[config.mk]
export PLATFORM = sky130hd
export DESIGN_NAME = alu_arbiter
export DESIGN_NICKNAME = d
export VERILOG_FILES = /design/src/rtl/alu_arbiter.sv
export SDC_FILE = /design/constraint.sdc
export NUM_CORES = 1
export LEC_CHECK = 0
export ABC_AREA = 1
export CAP_MARGIN = 15
export CORE_MARGIN = 3
export CORE_UTILIZATION = 37
export DETAILED_ROUTE_END_ITERATION = 10
export PLACE_DENSITY = 0.73
export SLEW_MARGIN = 20
export SYNTH_ARGS = -nofsm -noshare
export SYNTH_HDL_FRONTEND = slang
export SYNTH_SLANG_ARGS = --single-unit
export TNS_END_PERCENT = 10
[constraint.sdc]
create_clock -name clk -period 1.5 [get_ports clk]
set_clock_uncertainty 0.2 [all_clocks]
set_input_delay 0.15 -clock clk [delete_from_list [all_inputs] [get_ports clk]]
set_output_delay 0.15 -clock clk [all_outputs]
set_load 0.05 [all_outputs]
[src/rtl/alu_arbiter.sv]
// Two-requester front end for a shared combinational ALU: arbitrates, latches one
// operation, executes it for one cycle, then holds the result until its owner consumes it.
module alu_arbiter #(
    parameter int unsigned RR_EN = 1
) (
    input  logic        clk,
    input  logic        rst_n,
    input  logic        req0_valid,
    output logic        req0_ready,
    input  logic [7:0]  req0_a,
    input  logic [7:0]  req0_b,
    input  logic [1:0]  req0_op,
    output logic        rsp0_valid,
    output logic [7:0]  rsp0_y,
    input  logic        rsp0_ready,
    input  logic        req1_valid,
    output logic        req1_ready,
    input  logic [7:0]  req1_a,
    input  logic [7:0]  req1_b,
    input  logic [1:0]  req1_op,
    output logic        rsp1_valid,
    output logic [7:0]  rsp1_y,
    input  logic        rsp1_ready,
    output logic [7:0]  alu_a,
    output logic [7:0]  alu_b,
    output logic [1:0]  alu_op,
    input  logic [7:0]  alu_y,
    output logic        busy,
    output logic        grant_id,
    output logic [15:0] op_count
);

    typedef enum logic [1:0] {IDLE = 2'd0, EXEC = 2'd1, RESP = 2'd2} state_t;

    state_t      state_q, state_d;
    logic [7:0]  a_q, a_d;
    logic [7:0]  b_q, b_d;
    logic [7:0]  y_q, y_d;
    logic [1:0]  op_q, op_d;
    logic        gid_q, gid_d;
    logic        last_q, last_d;
    logic        busy_q, busy_d;
    logic        rsp0_vld_q, rsp0_vld_d;
    logic        rsp1_vld_q, rsp1_vld_d;
    logic [15:0] cnt_q, cnt_d;
    logic        win;
    logic        accept;
    logic        rsp_hs;

    always_comb begin
        win = 1'b0;
        if (req0_valid && req1_valid) begin
            win = (RR_EN != 0) ? ~last_q : 1'b0;
        end else if (req1_valid) begin
            win = 1'b1;
        end
    end

    // Ready is gated by rst_n so nothing is offered while reset is held.
    assign accept     = rst_n && (state_q == IDLE) && (req0_valid || req1_valid);
    assign req0_ready = accept && !win;
    assign req1_ready = accept && win;
    assign rsp_hs     = (state_q == RESP) && (gid_q ? rsp1_ready : rsp0_ready);

    always_comb begin
        state_d = state_q;
        a_d     = a_q;
        b_d     = b_q;
        op_d    = op_q;
        y_d     = y_q;
        gid_d   = gid_q;
        last_d  = last_q;
        cnt_d   = cnt_q;
        unique case (state_q)
            IDLE: begin
                if (accept) begin
                    a_d     = win ? req1_a  : req0_a;
                    b_d     = win ? req1_b  : req0_b;
                    op_d    = win ? req1_op : req0_op;
                    gid_d   = win;
                    last_d  = win;
                    state_d = EXEC;
                end
            end
            EXEC: begin
                y_d     = alu_y;
                state_d = RESP;
            end
            RESP: begin
                if (rsp_hs) begin
                    cnt_d   = cnt_q + 16'd1;
                    state_d = IDLE;
                end
            end
            default: state_d = IDLE;
        endcase
        busy_d     = (state_d != IDLE);
        rsp0_vld_d = (state_d == RESP) && !gid_d;
        rsp1_vld_d = (state_d == RESP) && gid_d;
    end

    always_ff @(posedge clk or negedge rst_n) begin
        if (!rst_n) begin
            state_q    <= IDLE;
            a_q        <= 8'h00;
            b_q        <= 8'h00;
            op_q       <= 2'd0;
            y_q        <= 8'h00;
            gid_q      <= 1'b0;
            last_q     <= 1'b1;
            busy_q     <= 1'b0;
            rsp0_vld_q <= 1'b0;
            rsp1_vld_q <= 1'b0;
            cnt_q      <= 16'h0000;
        end else begin
            state_q    <= state_d;
            a_q        <= a_d;
            b_q        <= b_d;
            op_q       <= op_d;
            y_q        <= y_d;
            gid_q      <= gid_d;
            last_q     <= last_d;
            busy_q     <= busy_d;
            rsp0_vld_q <= rsp0_vld_d;
            rsp1_vld_q <= rsp1_vld_d;
            cnt_q      <= cnt_d;
        end
    end

    assign alu_a      = a_q;
    assign alu_b      = b_q;
    assign alu_op     = op_q;
    assign rsp0_valid = rsp0_vld_q;
    assign rsp1_valid = rsp1_vld_q;
    assign rsp0_y     = y_q;
    assign rsp1_y     = y_q;
    assign busy       = busy_q;
    assign grant_id   = gid_q;
    assign op_count   = cnt_q;

endmodule

# Word-level counts from Yosys, hierarchy flattened
# Index checks and enable logic that the tools add are counted.
[op_classes]
n_addsub = 1
n_eq_ne = 3
muxes = 11
bitwise = 1
n_reduce_logical = 15
[op_table]
columns = ["op", "n"]
rows = [
  ["adder 16 x 1 -> 16 bit, second input constant", 1],
  ["2-to-1 mux 8 bit", 2],
  ["logical AND 1 bit", 8],
  ["2-to-1 mux 2 bit", 3],
  ["one-hot mux 2 bit (3 select lines)", 1],
  ["2-to-1 mux 1 bit", 5],
  ["equality test 2 bit, second input constant", 2],
  ["AND reduction 2 bit", 2],
  ["equality test 2 x 1 -> 1 bit, second input constant", 1],
  ["logical NOT 1 bit", 2],
  ["logical NOT 2 bit", 1],
  ["nonzero test 2 bit", 1],
  ["logical OR 1 bit", 1],
  ["NOT 1 bit", 1],
]
[totals]
regBits = 49
input_bits = 50
out_inout_bits = 56
elab_cells = 42

# Logic depth before layout (Yosys ltp)
# Gate-level depths: netlist (run 1).
[depth]
ltp_word = 7
ltp_mapped = 8

# Worst setup path before layout (run 1)
# OpenSTA, ideal clock, no wires.
[synth_timing]
kind = "register -> register"
from = "register cnt_q[1], in the netlist op_count[1]"
to = "register cnt_q[10], in the netlist op_count[10]"
setup_time_ns = 0.123
arrival_time_ns = 1.485
t_required_ns = 1.177
slack_ns = -0.308
stages_incl_launch_ff = 8
n_path_buf = 0
period_less_slack_ns = 1.808
cell_sequence = "dfrtp_1 -> ha_1 -> inv_1 -> nor2_2 -> nand2_1 -> nor2_4 -> nand2_1 -> xor2_1"
[synth_via]
elab_chain_len = 1
[synth_rtl]
columns = ["item", "line_no", "rtl"]
rows = [
  ["from (decl)", "45", "logic [15:0] cnt_q, cnt_d;"],
  ["from (signal assigned)", "126", "cnt_q <= cnt_d;"],
  ["adder 16 x 1 -> 16 bit", "91", "cnt_d = cnt_q + 16'd1;"],
]
# No other way between the ends.
# A chain may end at the register's enable or synchronous reset.

# Worst setup path after layout (run 1)
[layout_timing]
from = "register state_q[0]"
to = "output port req0_ready"
[layout_via]
elab_chain_len = 4
[layout_rtl]
columns = ["item", "line_no", "rtl"]
rows = [
  ["from (decl)", "35", "state_t state_q, state_d;"],
  ["from (signal assigned)", "116", "state_q <= state_d;"],
  ["logical NOT 2 bit", "60", "assign accept = rst_n && (state_q == IDLE) && (req0_valid || req1_valid);"],
  ["logical AND 1 bit (2 in series)", "60", ""],
  ["logical AND 1 bit", "61", "assign req0_ready = accept && !win;"],
  ["to (decl)", "9", "output logic req0_ready,"],
]
# No other way between the ends.

==> run metrics, run 1 <==
max-slew violations 0; Layout area overhead 85.8%; DRC viols 0; Critical Path Slowest Stage Cell dfrtp_1; status complete, but fails checks; Post-Synth Adder-Cell Area 0.537%; minimum clock period after layout 1.70 ns; R2R Setup Slk -0.08 ns; via count of the first global-routing pass 2194; post-synthesis cell count between 200 and 300; post-synthesis sequential area ratio between 50 and 60%; Die Wd approximately 85 µm; Worst-Margin Slew ~0.61 ns; RSZ-0062 raised after global routing true; most area-consuming cells after synthesis dfrtp_1 (52%), nand2_1 (19%), nand3_1 (4.9%); Pwr Total 8.80 mW; Seq cells post-synth 49; Overall Global Routing Usage 17.6%; total number of vias 2202; syn_nets 328; dpl cells 461; Final Cycle Share 114%; worst hold path class input port to register; Critical Path RT 1.15 ns; Max clock buf depth 2; Filler cells 430; worst-path cell chain nor2_2, nand3b_4, buf_12, nor2_8, buf_12; Net Sw Power between 3 and 4 mW; Layout Nets around 450; hold slack final 0.188 ns; Critical path origin state_q[0]$_DFF_PN0_; initial core utilization 38.9%; Worst-Skew Late Latency 0.30 ns; Final Non-Filler Cells 477; Arr. time, crit path 1.35 ns; setup TNS -1.66 ns; r2r startpoint state_q[0]$_DFF_PN0_; IO Port Bufs 105; slowest stage delay, CP 0.41 ns; Peak Freq 587 MHz; Synth Area in Simple Gates between 30% and 40%; largest area contributor in the netlist dfrtp_1; worst reg2reg path endpoint op_count[7]$_DFFE_PN0P_; XOR/XNOR Fraction of Synth Area under 10%; Core Util, Final 72.2%; Worst slew margin roughly three fifths; clk slew on worst S/H paths 0.09 ns; Worst Path Max Fanout 2; vias per cell 4.62; dpl hpwl 4820 µm; Placer Congestion about 0.77; first-pass GRT wire length 10200 µm; std cell rows 28; switching part of the total 45.0%; Startpoint Class register; Final Hold Viols 0; CTS sink count 49; worst setup path end req0_ready; setup slack after layout -0.204 ns; Crit path top cell by count buf_12; Worst setup EP type output pin; ant diodes 0; Leak 2.13 nW; CTS Root Buffer Type clkbuf_8; worst hold path depth 3; DRT Wirelength 6110 µm; Initial DRC Count 35; maximum VDD drop about 1.5 mV; Syn Area/Cell approximately 8.4 µm²; Setup Crit Path Kind register to output pin; gr ovfl total 0; die height between 80 and 90 µm; CTS tree done; H-tree depth 2; Synth Area in Compound Gates 0.269%; Synth top area share between 50% and 60%; Yosys warnings 0; antenna violations before repair 0; post-synthesis mux area share 0%; layout cell share with drive strength beyond 1 32.1%; Cell Int Power 4.84 mW; core area 0.00599 mm²; clock share of power a little under 9%; path depth of the worst reg2reg path 7; Routed Antenna Nets 0; power share of the combinational group 64.0%; largest family of logic cells by synthesized area simple AND/OR/NAND/NOR gates; I/O pin cnt 106; Synth cell types 23; max-cap violations 0; drt pass-1 iters 4; largest net degree at the start of global routing 50; drt wl/cell 12.8 µm; DP Worst Slack -0.218 ns; CTS buffer count 5; power per cell area 2040 mW/mm²; Die Area between 0.007 and 0.008 mm²; Mapped Area 0.00233 mm²; Seq pwr share 27.2%; placed cell area 0.00410 mm²; setup violators final 28; failing checks negative setup slack; design area 0.00433 mm²
worst min-delay path by stage:
stage / to / startpoint / slack [ns]
final: rsp0_y[2]$_DFFE_PN0N_ / alu_y[2] / 0.19
after global routing: rsp0_y[5]$_DFFE_PN0N_ / alu_y[5] / 0.18
after CTS: alu_a[4]$_DFFE_PN0P_ / rst_n / 0.16
after detailed placement: alu_a[6]$_DFFE_PN0P_ / rst_n / 0.11
after global placement: alu_a[6]$_DFFE_PN0P_ / rst_n / 0.11
after floorplan: alu_a[0]$_DFFE_PN0P_ / rst_n / -0.35
state kept, by name, summed over array words and instances (netlist names):
signal	count
op_count	16
alu_a	8
alu_b	8
rsp0_y	8
alu_op	2
state_q	2
busy	1
grant_id	1
last_q	1
rsp0_valid	1
rsp1_valid	1
layer usage:
metal,track usage [%],vias up,wire [µm]
met5,0,-,0
met4,4.46,0,59
met3,8.45,6,721
met2,29.9,89,3020
met1,20.0,1025,2310
li1,-,1082,-
cell families (layout without fill, tap and decap cells):
family,Yosys count,in the layout
simple gates,177,177
buf+inv,38,163
flops,49,49
xor+xnor,11,11
compound gates,1,1
fa+ha+maj,1,1
worst max-delay path: cells and delay by family, from the launching register on:
kind / cells / cell delay [ns]
simple gates: 3 / 0.36
buf+inv: 2 / 0.29
flops: 1 / 0.41
power by group through the flow:
| stage | combinational (mW) | sequential (mW) | clock [mW] |
|---|---|---|---|
| 2_1_floorplan | 1.30 | 3.64 | 0 |
| 3_3_place_gp | 5.46 | 2.40 | 0 |
| 3_5_place_dp | 5.52 | 2.43 | 0 |
| 4_1_cts | 5.62 | 2.40 | 0.801 |
| 5_1_grt | 5.91 | 2.46 | 0.862 |
| 6_report | 5.63 | 2.40 | 0.772 |
cells in the mapped netlist:
cell / n
dfstp_2: 1
buf_4: 10
nand2_4: 1
nand3b_4: 1
buf_2: 1
nor2_1: 12
buf_1: 1
xor2_1: 10
dfrtp_1: 48
a31oi_1: 1
nand2_1: 120
nand4_1: 4
ha_1: 1
inv_1: 22
nand2_2: 5
nand3_1: 23
buf_6: 1
nor2_2: 6
nor2_4: 1
inv_2: 3
nor2_8: 2
nor3_1: 2
xnor2_1: 1
cells in the final DEF, fill, tap and decap left out, types with 2 or more instances in the layout:
cell / count
nand2_1: 116
xor2_1: 10
nor2_8: 2
buf_12: 58
buf_4: 19
nand2_2: 6
nor2_1: 11
nor3_1: 2
inv_1: 20
nor2_4: 4
nor2_2: 4
nand2_4: 4
inv_2: 4
clkinvlp_4: 2
nand4_1: 4
dfrtp_2: 12
buf_6: 3
nand3_1: 22
clkdlybuf4s50_1: 48
dfrtp_1: 36
clkbuf_8: 5
area by class of cell:
cell class | instances | area (µm²) | share of cell area (%)
clock inverters | 2 | 15.0 | 0.347
well taps | 75 | 93.8 | 2.17
clock buffers | 6 | 72.6 | 1.68
repair buffers | 130 | 1830 | 42.4
multi-input cells | 190 | 972 | 22.5
inverters | 25 | 96.3 | 2.23
flip-flops and latches | 49 | 1240 | 28.7
timing repair:
item                                    CTS  global route
pin swaps                                 7             3
endpoints found under the setup margin   18            32
gates cloned                              0             0
buffers inserted                          4             4
hold endpoints to repair                 48             0
hold buffers                              1             0
resized for setup                         8             9
(Power assumes the default switching activity.)
==> run 2, diff against run 1 <==
- REMOVE_ABC_BUFFERS: not set -> 1
- SKIP_LAST_GASP: not set -> 1
==> run metrics, run 2 (synthesized netlist as in run 1, its figures left out) <==
status complete, but fails checks (unchanged); failing checks negative setup slack (unchanged); power share of the combinational group 62.4% (was 64.0%); CTS sink count 49 (unchanged); CTS tree done (unchanged); clock share of power 11.1% (was 8.8%); Filler cells 426 (was 430); Pwr Total 8.91 mW (was 8.80 mW); gr ovfl total 0 (unchanged); Worst setup EP type output pin (unchanged); Initial DRC Count 88 (was 35); Max clock buf depth 2 (unchanged); Die Area 0.00728 mm² (unchanged); CTS Root Buffer Type clkbuf_8 (unchanged); Final Cycle Share 114% (about the same); Worst Path Max Fanout 3 (was 2); IO Port Bufs 105 (unchanged); Layout Nets 459 (was 452); Startpoint Class register (unchanged); Layout area overhead 86.1% (was 85.8%); commonest cells after routing, fill and taps aside nand2_1 (118), buf_12 (57), dfrtp_1 (48), clkdlybuf4s50_1 (48), buf_4 (28) (was nand2_1 (116), buf_12 (58), clkdlybuf4s50_1 (48)); initial core utilization 38.9% (unchanged); largest net degree at the start of global routing 50 (unchanged); Seq pwr share 26.6% (was 27.2%); Critical Path RT 1.15 ns (about the same); power per cell area 2060 mW/mm² (was 2040 mW/mm²); worst-path cell chain nor2_2, nand3b_4, nor2_4, buf_6, buf_12 (was nor2_2, nand3b_4, buf_12, nor2_8, buf_12); DRT Wirelength 6200 µm (was 6110 µm); H-tree depth 2 (unchanged); Worst slew margin 59.8% (was 59.1%); GRT met1 Usage 20.6% (was 20.0%); ant diodes 0 (unchanged); std cell rows 28 (unchanged); Net Sw Power 3.92 mW (was 3.96 mW); DRC viols 0 (unchanged); via count of the first global-routing pass 2255 (was 2194); dpl cells 470 (was 461); worst hold path class input port to register (unchanged); Setup Crit Path Kind register to output pin (unchanged); Cell Int Power 4.98 mW (was 4.84 mW); grt met2 use 30.3% (was 29.9%); maximum VDD drop 1.58 mV (was 1.48 mV); Final Non-Filler Cells 484 (was 477); max reg flops 16 (unchanged); minimum clock period after layout 1.71 ns (was 1.70 ns); vias per cell 4.64 (was 4.62); core area 0.00599 mm² (unchanged); GR Util met3 7.28% (was 8.45%); die height 85.3 µm (unchanged); setup slack after layout -0.214 ns (was -0.204 ns); I/O pin cnt 106 (unchanged); Arr. time, crit path 1.36 ns (was 1.35 ns); Critical Path Slowest Stage Cell dfrtp_1 (unchanged); drt wl/cell 12.8 µm (about the same); Routed Antenna Nets 0 (unchanged); Die Wd 85.3 µm (unchanged); total number of vias 2248 (was 2202); Placer Congestion 0.791 (was 0.765); Leak 2.18 nW (was 2.13 nW); most used routing layer met2 (unchanged); slowest stage delay, CP 0.41 ns (about the same); max-slew violations 0 (unchanged); commonest non-fill, non-tap cell in the layout nand2_1 (unchanged); layout cell share with drive strength beyond 1 29.1% (was 32.1%); Final Hold Viols 0 (unchanged); Peak Freq 583 MHz (was 587 MHz); CTS buffer count 5 (unchanged); antenna violations before repair 0 (unchanged); max-cap violations 0 (unchanged); Worst-Skew Late Latency 0.30 ns (about the same); Worst-Margin Slew 0.603 ns (was 0.614 ns); drt pass-1 iters 7 (was 4); setup violators final 33 (was 28); dpl hpwl 4830 µm (was 4820 µm); Overall Global Routing Usage 17.8% (was 17.6%); RSZ-0062 raised after global routing true (unchanged); switching part of the total 44.1% (was 45.0%); first-pass GRT wire length 10400 µm (was 10200 µm); clk slew on worst S/H paths 0.10 ns (was 0.09 ns)
## run 2: cell count changes in the layout (fill, tap and decap cells not counted), sizes merged
cell	delta
buf	+7
bufinv	+1
clkinvlp	-1
## run 2: what timing repair did
item	4_1_cts	5_1_grt
cloned	0	0
buffers inserted	2	3
resized for setup	4	4
endpoints found under the setup margin	22	34
hold endpoints to repair	48	0
hold buffers	1	0
pin swaps	3	6
## run 2: area by class of cell
type / count / area (µm²) / area share [%]
clock buffers: 6 / 82.6 / 1.91
clock inverters: 2 / 37.5 / 0.866
inverters: 25 / 96.3 / 2.22
multi-input cells: 190 / 927 / 21.4
flip-flops and latches: 49 / 1230 / 28.3
well taps: 75 / 93.8 / 2.17
repair buffers: 137 / 1870 / 43.1
## run 2: worst paths after layout
| check | start | endpoint | slack (ns) | cells past startpoint |
|---|---|---|---|---|
| min reg2reg | last_q$_DFFE_PN1P_ | last_q$_DFFE_PN1P_ | 0.33 | 2 |
| min in group asynchronous | rst_n | alu_a[1]$_DFFE_PN0P_ | 0.32 | 3 |
| max | state_q[0]$_DFF_PN0_ | req1_ready | -0.21 | 5 |
| max in group asynchronous | rst_n | op_count[9]$_DFFE_PN0P_ | 0.37 | 3 |
| max reg2reg | state_q[0]$_DFF_PN0_ | rsp0_valid$_DFF_PN0_ | -0.19 | 8 |
| min | alu_y[5] | rsp0_y[5]$_DFFE_PN0N_ | 0.18 | 3 |
## run 2: power groups by stage
stage                     clock network, mW  logic, mW  registers [mW]
final                                 0.985       5.56            2.37
after global routing                   1.07       5.79            2.43
after CTS                              1.01       5.56            2.37
after detailed placement                  0       5.52            2.38
after global placement                    0       5.46            2.36
after floorplan                           0      0.734            3.99
## run 2: worst max-delay path, delay by kind of cell (launching register included)
kind | cells | cell delay, ns
and+or+nand+nor | 3 | 0.42
buffers and inverters | 2 | 0.24
DFF | 1 | 0.41
## run 2: per-layer routing
metal / wire [µm] / vias up / share of wire [%]
li1: - / 1103 / -
met1: 2300 / 1025 / 37
met2: 3110 / 111 / 50
met3: 716 / 9 / 12
met4: 73 / 0 / 1.2
met5: 0 / - / 0
## run 2: stage by stage
stage | hold slack [ns] | util [%] | setup TNS [ns] | worst slack [ns] | area, µm²
floorplan | -0.346 | - | -14.82 | -0.637 | 2230
detailed placement | 0.120 | 69.1 | -5.28 | -0.233 | 4140
global placement | 0.110 | 69.1 | -3.30 | -0.137 | 4140
global route | 0.186 | 72.3 | -6.97 | -0.294 | 4330
CTS | 0.177 | 71.7 | -2.01 | -0.252 | 4300
finish | 0.182 | 72.3 | -3.84 | -0.214 | 4330
==> run 3, diff against run 2 <==
- CELL_PAD_IN_SITES_DETAIL_PLACEMENT: not set -> 0
- CELL_PAD_IN_SITES_GLOBAL_PLACEMENT: not set -> 1
- CORE_UTILIZATION: 37 -> 26
- PLACE_DENSITY: 0.73 -> 0.72
==> run metrics, run 3 (synthesized netlist as in run 1, its figures left out) <==
status complete, but fails checks (unchanged); failing checks negative setup slack (unchanged); CTS Root Buffer Type clkbuf_8 (unchanged); Worst-Skew Late Latency 0.30 ns (about the same); gr ovfl total 0 (unchanged); Peak Freq 582 MHz (was 583 MHz); R2R Setup Slk -0.19 ns (about the same); setup slack after layout -0.218 ns (was -0.214 ns); I/O pin cnt 106 (unchanged); setup TNS -3.53 ns (was -3.84 ns); Critical Path RT 1.15 ns (about the same); DRT Wirelength 6450 µm (was 6200 µm); placed cell area 0.00417 mm² (was 0.00414 mm²); max reg flops 16 (unchanged); total number of vias 2186 (was 2248); Core Util, Final 52.6% (was 72.3%); die height 101 µm (was 85.3 µm); Worst slew margin 57.4% (was 59.8%); Worst setup EP type output pin (unchanged); CTS buffer count 5 (unchanged); r2r startpoint state_q[0]$_DFF_PN0_ (unchanged); Arr. time, crit path 1.37 ns (was 1.36 ns); Layout area overhead 91.2% (was 86.1%); commonest non-fill, non-tap cell in the layout nand2_1 (unchanged); DP Worst Slack -0.238 ns (was -0.233 ns); delay-heaviest family, CP flip-flops (was simple AND/OR/NAND/NOR gates); vias per cell 4.25 (was 4.64); H-tree depth 2 (unchanged); Startpoint Class register (unchanged); max-slew violations 0 (unchanged); largest net degree at the start of global routing 50 (unchanged); hold slack final 0.184 ns (was 0.182 ns); CTS sink count 49 (unchanged); worst hold path class input port to register (unchanged); worst reg2reg path endpoint alu_b[2]$_DFFE_PN0P_ (was rsp0_valid$_DFF_PN0_); Crit path top cell by count buf_12; Placer Congestion 0.767 (was 0.791); Critical path origin state_q[0]$_DFF_PN0_ (unchanged); Max clock buf depth 2 (unchanged); IO Port Bufs 105 (unchanged); CP Buf/Inv Count 2 (unchanged); maximum VDD drop 1.27 mV (was 1.58 mV); std cell rows 33 (was 28); Worst-Margin Slew 0.639 ns (was 0.603 ns); Routed Antenna Nets 0 (unchanged); layout cell share with drive strength beyond 1 29.8% (was 29.1%); DRC viols 0 (unchanged); first-pass GRT wire length 10900 µm (was 10400 µm); drt wl/cell 12.6 µm (was 12.8 µm); path depth of the worst reg2reg path 9 (was 8); worst-path cell chain nor2_2, nand3b_4, buf_12, nor2_8, buf_12 (was nor2_2, nand3b_4, nor2_4, buf_6, buf_12); GR Util met3 6.16% (was 7.28%); Final Non-Filler Cells 514 (was 484); Die Wd 101 µm (was 85.3 µm); design area 0.00445 mm² (was 0.00433 mm²); commonest cells after routing, fill and taps aside nand2_1 (116), buf_12 (59), dfrtp_1 (48), clkdlybuf4s50_1 (48), buf_4 (25) (was nand2_1 (118), buf_12 (57), dfrtp_1 (48), clkdlybuf4s50_1 (48), buf_4 (28)); max-cap violations 0 (unchanged); Filler cells 773 (was 426); RSZ-0062 raised after global routing true (unchanged); initial core utilization 27.5% (was 38.9%); most used routing layer met2 (unchanged); critical path depth 5 (unchanged); setup violators final 28 (was 33); Layout Nets 459 (unchanged); GRT met1 Usage 15.8% (was 20.6%); Final Hold Viols 0 (unchanged); minimum clock period after layout 1.72 ns (was 1.71 ns); dpl cells 497 (was 470); ant diodes 0 (unchanged); drt pass-1 iters 4 (was 7); Pwr Total 9.09 mW (was 8.91 mW); clk slew on worst S/H paths 0.09 ns (was 0.10 ns); worst setup path end req0_ready (was req1_ready); Initial DRC Count 33 (was 88); antenna violations before repair 0 (unchanged); power per cell area 2040 mW/mm² (was 2060 mW/mm²); Critical Path Slowest Stage Cell dfrtp_1 (unchanged); core area 0.00846 mm² (was 0.00599 mm²); via count of the first global-routing pass 2287 (was 2255); Final Cycle Share 115% (was 114%); Overall Global Routing Usage 13.3% (was 17.8%); Leak 2.22 nW (was 2.18 nW); slowest stage delay, CP 0.40 ns (was 0.41 ns); Setup Crit Path Kind register to output pin (unchanged); dpl hpwl 4820 µm (was 4830 µm); grt met2 use 22.1% (was 30.3%); CTS tree done (unchanged); Worst Path Max Fanout 3 (unchanged); Die Area 0.0101 mm² (was 0.00728 mm²)
==> run 3: cell type report <==
class / count / area, µm² / share of cell area (%)
tap: 105 / 131 / 2.95
timing repair buffer: 137 / 1930 / 43.4
inverter: 25 / 93.8 / 2.11
clock buffer: 5 / 68.8 / 1.55
clock inverter: 3 / 65.1 / 1.46
sequential: 49 / 1230 / 27.6
multi-input combinational: 190 / 932 / 20.9
==> run 3: how the worst min path moves through the flow <==
stage / start / endpoint / slack [ns] / depth (start not counted)
4_1_cts: alu_y[7] / rsp0_y[7]$_DFFE_PN0N_ / 0.17 / 3
5_1_grt: alu_y[0] / rsp0_y[0]$_DFFE_PN0N_ / 0.18 / 3
6_report: alu_y[7] / rsp0_y[7]$_DFFE_PN0N_ / 0.18 / 3
3_3_place_gp: rst_n / alu_a[2]$_DFFE_PN0P_ / 0.13 / 2
2_1_floorplan: rst_n / alu_a[0]$_DFFE_PN0P_ / -0.35 / 0
3_5_place_dp: rst_n / alu_a[2]$_DFFE_PN0P_ / 0.13 / 2
==> run 3: worst min-delay path, cell delays in order <==
cell,delay (ns)
clkdlybuf4s50_1,0.39
nand2_1,0.06
nand2_1,0.04
==> run 3: layer usage <==
| layer | wire length (µm) | vias up |
|---|---|---|
| li1 | - | 1104 |
| met1 | 2600 | 997 |
| met2 | 3120 | 82 |
| met3 | 707 | 3 |
| met4 | 32 | 0 |
| met5 | 0 | - |
==> run 3: power by group <==
group	leakage, nW	switching [mW]	internal, mW
combinational	1.55	2.89	2.71
sequential	0.601	0.583	1.79
clock	0.0681	0.450	0.663
total	2.22	3.93	5.16
==> run 3: what timing repair did <==
action / in CTS / in global routing
hold buffers: 1 / 0
pin swaps: 4 / 0
buffers inserted: 5 / 1
gates cloned: 1 / 1
setup endpoints to repair: 22 / 39
gates resized for setup: 3 / 5
endpoints found under the hold margin: 48 / 0
